## src/rtl/button_switch_reader_pkg.sv

```systemverilog
// Shared address map, register offsets and reset constants for the button/switch reader peripheral.
// Also provides the word-address decoder used by the register window.
package button_switch_reader_pkg;

    localparam logic [31:0] BSR_BASE_ADDR = 32'h7000_0000;

    localparam logic [31:0] BSR_OFF_SW   = 32'h0000_0000;
    localparam logic [31:0] BSR_OFF_BTN  = 32'h0000_0004;
    localparam logic [31:0] BSR_OFF_EDGE = 32'h0000_0008;

    localparam int unsigned NUM_SW     = 8;
    localparam int unsigned NUM_BTN    = 4;
    localparam int unsigned NUM_INPUTS = NUM_SW + NUM_BTN;

    localparam logic [31:0]           BSR_RDATA_RST = 32'h0000_0000;
    localparam logic [NUM_BTN-1:0]    BSR_EDGE_RST  = '0;
    localparam logic                  BSR_FLAG_RST  = 1'b0;

    typedef enum logic [1:0] {
        REG_SW   = 2'd0,
        REG_BTN  = 2'd1,
        REG_EDGE = 2'd2,
        REG_NONE = 2'd3
    } reg_sel_e;

    // Caller passes a word-aligned address; anything outside the three words decodes to REG_NONE.
    function automatic reg_sel_e decode_reg(input logic [31:0] word_addr,
                                            input logic [31:0] base);
        logic [31:0] offset;
        offset = word_addr - base;
        case (offset)
            BSR_OFF_SW:   return REG_SW;
            BSR_OFF_BTN:  return REG_BTN;
            BSR_OFF_EDGE: return REG_EDGE;
            default:      return REG_NONE;
        endcase
    endfunction

endpackage

```

## src/rtl/button_switch_reader_debounce.sv

```systemverilog
// One input channel: 2-flop synchronizer followed by a stability counter that
// accepts a new level after DEBOUNCE_CYCLES consecutive disagreeing samples.
module debounce_cell #(
    parameter int unsigned DEBOUNCE_CYCLES = 16
) (
    input  logic clk,
    input  logic rst_n,
    input  logic raw,
    output logic level,
    output logic rise
);

    localparam int unsigned CW = $clog2(DEBOUNCE_CYCLES);
    localparam logic [CW-1:0] COUNT_MAX = CW'(DEBOUNCE_CYCLES - 1);

    logic          meta_reg;
    logic          sync_reg;
    logic          level_reg;
    logic          level_next;
    logic [CW-1:0] count_reg;
    logic [CW-1:0] count_next;
    logic          accept;

    assign accept = (sync_reg != level_reg) && (count_reg == COUNT_MAX);

    always_comb begin
        count_next = count_reg;
        level_next = level_reg;
        if (sync_reg == level_reg) begin
            count_next = '0;
        end else if (accept) begin
            level_next = sync_reg;
            count_next = '0;
        end else begin
            count_next = count_reg + 1'b1;
        end
    end

    always_ff @(posedge clk) begin
        if (!rst_n) begin
            meta_reg  <= 1'b0;
            sync_reg  <= 1'b0;
            level_reg <= 1'b0;
            count_reg <= '0;
        end else begin
            meta_reg  <= raw;
            sync_reg  <= meta_reg;
            level_reg <= level_next;
            count_reg <= count_next;
        end
    end

    assign level = level_reg;
    // Combinational so the edge flag sets on the same clock edge the level flips.
    assign rise  = accept & sync_reg;

endmodule

```

## src/rtl/button_switch_reader.sv

```systemverilog
// Memory-mapped reader for 8 slide switches and 4 push buttons with debouncing,
// sticky rising-edge flags on the buttons and a level interrupt.
module button_switch_reader
    import button_switch_reader_pkg::*;
#(
    parameter int unsigned DEBOUNCE_CYCLES = 16,
    parameter logic [31:0] BASE_ADDR       = BSR_BASE_ADDR
) (
    input  logic                 clk_i,
    input  logic                 rst_ni,
    input  logic                 en_i,
    input  logic                 re_i,
    input  logic                 we_i,
    input  logic [31:0]          addr_i,
    input  logic [31:0]          wdata_i,
    input  logic [NUM_BTN-1:0]   btn_i,
    input  logic [NUM_SW-1:0]    sw_i,
    output logic [31:0]          rdata_o,
    output logic                 rvalid_o,
    output logic                 irq_o
);

    logic [NUM_INPUTS-1:0] raw;
    logic [NUM_INPUTS-1:0] level;
    logic [NUM_INPUTS-1:0] rise;

    // Switches occupy the low bits, buttons the high bits.
    assign raw = {btn_i, sw_i};

    generate
        for (genvar gi = 0; gi < NUM_INPUTS; gi++) begin : g_cell
            debounce_cell #(
                .DEBOUNCE_CYCLES(DEBOUNCE_CYCLES)
            ) u_cell (
                .clk  (clk_i),
                .rst_n(rst_ni),
                .raw  (raw[gi]),
                .level(level[gi]),
                .rise (rise[gi])
            );
        end
    endgenerate

    logic [NUM_SW-1:0]  sw_level;
    logic [NUM_BTN-1:0] btn_level;
    logic [NUM_BTN-1:0] btn_rise;

    assign sw_level  = level[NUM_SW-1:0];
    assign btn_level = level[NUM_INPUTS-1:NUM_SW];
    assign btn_rise  = rise[NUM_INPUTS-1:NUM_SW];

    logic unused_bits;
    assign unused_bits = ^{rise[NUM_SW-1:0], addr_i[1:0], wdata_i[31:NUM_BTN]};

    reg_sel_e sel;
    logic     rd;
    logic     wr;

    assign sel = decode_reg({addr_i[31:2], 2'b00}, BASE_ADDR);
    assign rd  = en_i & re_i;
    assign wr  = en_i & we_i;

    logic [NUM_BTN-1:0] edge_reg;
    logic [NUM_BTN-1:0] edge_next;
    logic [NUM_BTN-1:0] edge_clear;
    logic [31:0]        read_mux;
    logic [31:0]        rdata_reg;
    logic               rvalid_reg;
    logic               irq_reg;

    always_comb begin
        read_mux = 32'h0;
        case (sel)
            REG_SW:   read_mux = 32'(sw_level);
            REG_BTN:  read_mux = 32'(btn_level);
            REG_EDGE: read_mux = 32'(edge_reg);
            default:  read_mux = 32'h0;
        endcase
    end

    // A rising edge arriving with a clear of the same bit keeps the flag set.
    always_comb begin
        edge_clear = '0;
        if (wr && (sel == REG_EDGE)) begin
            edge_clear = wdata_i[NUM_BTN-1:0];
        end
        edge_next = (edge_reg & ~edge_clear) | btn_rise;
    end

    always_ff @(posedge clk_i) begin
        if (!rst_ni) begin
            edge_reg   <= BSR_EDGE_RST;
            rdata_reg  <= BSR_RDATA_RST;
            rvalid_reg <= BSR_FLAG_RST;
            irq_reg    <= BSR_FLAG_RST;
        end else begin
            edge_reg   <= edge_next;
            irq_reg    <= |edge_reg;
            rvalid_reg <= rd;
            if (rd) begin
                rdata_reg <= read_mux;
            end
        end
    end

    assign rdata_o  = rdata_reg;
    assign rvalid_o = rvalid_reg;
    assign irq_o    = irq_reg;

endmodule

```

## config.mk

```make
export PLATFORM = sky130hd
export DESIGN_NAME = button_switch_reader
export DESIGN_NICKNAME = d
export VERILOG_FILES = /design/src/rtl/button_switch_reader_pkg.sv /design/src/rtl/button_switch_reader_debounce.sv /design/src/rtl/button_switch_reader.sv
export SDC_FILE = /design/constraint.sdc
export NUM_CORES = 1
export LEC_CHECK = 0
export BUFFER_PORTS_ARGS = -buffer_cell sky130_fd_sc_hd__buf_2
export CELL_PAD_IN_SITES_DETAIL_PLACEMENT = 1
export CELL_PAD_IN_SITES_GLOBAL_PLACEMENT = 2
export CORE_MARGIN = 2
export CORE_UTILIZATION = 28
export CTS_CLUSTER_SIZE = 14
export DETAILED_ROUTE_END_ITERATION = 8
export PLACE_DENSITY = 0.82
export SETUP_SLACK_MARGIN = 0.2
export SYNTH_ARGS = -nofsm -noshare
export SYNTH_HDL_FRONTEND = slang
export SYNTH_SLANG_ARGS = --single-unit
```

## constraint.sdc

```tcl
create_clock -name clk_i -period 1.4 [get_ports clk_i]
set_input_delay 0.28 -clock clk_i [delete_from_list [all_inputs] [get_ports clk_i]]
set_output_delay 0.28 -clock clk_i [all_outputs]
set_load 0.005 [all_outputs]
```

==> results.md <==
- Worst-path clk slew: 0.06 ns
- Layout cell share with drive strength beyond 1: 0.2698
- CP Launch Type: flop
- Post-DRT Antenna Nets: 0
- Worst Slack Setup Final: 0.1723 ns
- Worst endpoint required time: 1.67 ns
- Routed vias/inst: 4.358
- Top cell type's share of synthesized area: 0.5136
- CP bufs+invs: 0
- Crit path max fanout: 4
- DIE WIDTH: 120.8 µm
- Final-report max-slew violation count: 0
- DRC violations left: 0
- Max-Cap Viols: 0
- Dominant cell type by area after synthesis: dfxtp_1
- Arrival time worst endpoint: 1.50 ns
- Fin area: 4927 µm²
- Clk_skew: 0.005145 ns
- Most used DFF post-synth: dfxtp_1
- Hold buffer count at cts: 0
- Clk buf depth: 2
- Tcrit/Tclk final: 0.8769
- Final Hold Vio Count: 0
- Critical path class: flop to flop
- Vias in the first global route: 2965
- I/O pin count: 115
- Pre-CTS setup slack: -0.2233 ns
- Fraction of registers with async set/reset: 0
- CP max stage delay: 0.35 ns
- Synth unique cells: 31
- Worst path slowest cell: dfxtp_2
- Die Ht: 120.8 µm
- Core Area: 13300 µm²
- Delay-heaviest family, CP: compound AO/OA/AOI/OAI gates
- RSZ-0062 raised after global routing: yes
- Initial antenna violation count: 0
- Area Growth Syn to Fin: 28.99%
- Synthesis warning total: 0
- Final setup vio count: 0
- TritonCTS Buffers: 9
- Initial Utilization: 0.2873
- Max reg flops: 48
- Ranking of synthesized cells by area: dfxtp_1, xor2_1, nand3_1
- Clock root cell: clkbuf_16
- CTS tree: built
- Worst-margin pin slew: 0.6885 ns
- Htree depth: 3
- Setup crit end kind: flop
- Diodes inserted: 0
- Post-DP HPWL: 5860 µm
- Mapped Area: 3820 µm²
- PortBufs: 60
- FP Rows: 42
- Total GRT Usage: 0.1191
- Total Routed Length: 8348 µm
- Status: finished clean
- Critical-path cell list: ha_4, nand3_4, nor3b_2, o21ai_0, a31oi_4
- PwrDens: 1171 nW/µm²
- DRT iter0 DRCs: 68
- Clk sink count: 98
- Hold WC Path Type: input port to flop
- Worst skew pair latency: 0.34 ns
- Total Nets Final: 555
- DR pass1 iterations: 4
- Total number of vias: 2802
- WL per Instance: 12.98 µm
- Register area share after synthesis: 0.5136
- P_leak: 0.002244 µW
- Fmax achieved: 814.6 MHz
- Die area: 14590 µm²
- Mean area per synthesized cell: 9.948 µm²
- Fin Hold WS: 0.1429 ns
- EDFF count, synth: 0
- Largest net degree at the start of global routing: 66
- GP Congestion: 0.6719
- Placed cells: 616
- Tmin final: 1.228 ns
- Synthesized flop and latch total: 98
- Cells after synthesis: 384
- Placed Area: 4385 µm²
- Layout Cells excl Fill: 643
- GRT overflow: 0
- First-pass GRT wire length: 13570 µm
- VDD IR-drop max: 656.7 µV
- Worst relative slew slack: 0.5400
-- final cells by class --
type                    instances  area [µm²]
multi-input cells             265        1927
inverters                      12       45.04
fillers                      1515        8368
repair buffers                 76       427.9
flip-flops and latches         98        1977
well taps                     176       220.2
clock buffers                  12       256.5
clock inverters                 4       73.82
-- report_power, final --
group / internal [µW] / switching [µW]
clock: 1660 / 1010
sequential: 2830 / 23.7
combinational: 110 / 130
total: 4600 / 1170
-- synth_stat cells (2+ instances only) --
cell / instances
dfxtp_1: 98
nor2_1: 41
nand3_1: 37
xor2_1: 36
and2_1: 24
buf_4: 24
mux2i_1: 16
and3_1: 13
nor2b_1: 13
ha_1: 12
inv_1: 12
clkbuf_1: 7
nand2_1: 7
nor4_1: 5
a21oi_1: 4
a22o_1: 4
a31oi_1: 4
nor3b_1: 4
o21ai_0: 4
o21ai_1: 4
or3b_2: 4
nor3_1: 2
-- placed cells by master, fill, tap and decap left out, drive strengths merged, types with 4 or more instances in the layout --
cell	synthesis	layout
nor3b	4	4
nand3	37	37
buf	25	76
xor2	36	36
and3	13	13
and2	24	24
inv	12	12
a21oi	4	4
nor2b	13	13
ha	12	12
mux2i	16	16
a31oi	4	4
nor4	6	6
nand2	7	7
conb	1	24
dfxtp	98	98
clkbuf	7	12
or3b	4	4
nor2	41	41
o21ai	8	8
a22o	4	4
-- routing by layer --
layer | global-route usage | wire (µm)
met5 | 0 | 0
met4 | 0.03706 | 112
met3 | 0.04104 | 517
met2 | 0.2165 | 4233
met1 | 0.1295 | 3485
-- per-stage QoR --
step,utilization,TNS (ns),total power (µW)
after floorplan,-,0,3075
after global placement,0.3299,-1.326,3143
after detailed placement,0.3299,-1.979,3153
after CTS,0.3643,0,5877
after global routing,0.3706,0,6012
final,0.3706,0,5767
-- logic make-up (layout without fill, tap and decap cells) --
logic type                 Yosys count  count (layout)  share of synthesized area
buffers and inverters               44             104                    0.06715
other                                1              24                  0.0009817
AOI/OAI and AO/OA                   22              22                    0.03636
xor gates and xnor gates            36              36                    0.08254
and+or+nand+nor                    155             155                     0.2181
muxes                               16              16                    0.04193
adders and majority gates           12              12                    0.03930
DFF                                 98              98                     0.5136
-- worst paths after layout --
check | start | end | slack [ns] | cells past startpoint
max reg2reg | g_cell[11].u_cell.count_reg[1] | edge_reg[3] | 0.17 | 5
max | g_cell[11].u_cell.count_reg[1] | edge_reg[3] | 0.17 | 5
min reg2reg | g_cell[1].u_cell.meta_reg | g_cell[1].u_cell.sync_reg | 0.43 | 1
min | sw_i[3] | g_cell[3].u_cell.meta_reg | 0.14 | 2
-- what timing repair did --
action	CTS	global route
endpoints found under the setup margin	11	11
hold endpoints to repair	0	0
buffers inserted	7	4
pin swaps	8	9
gates resized for setup	15	11
(Power assumes the default switching activity.)
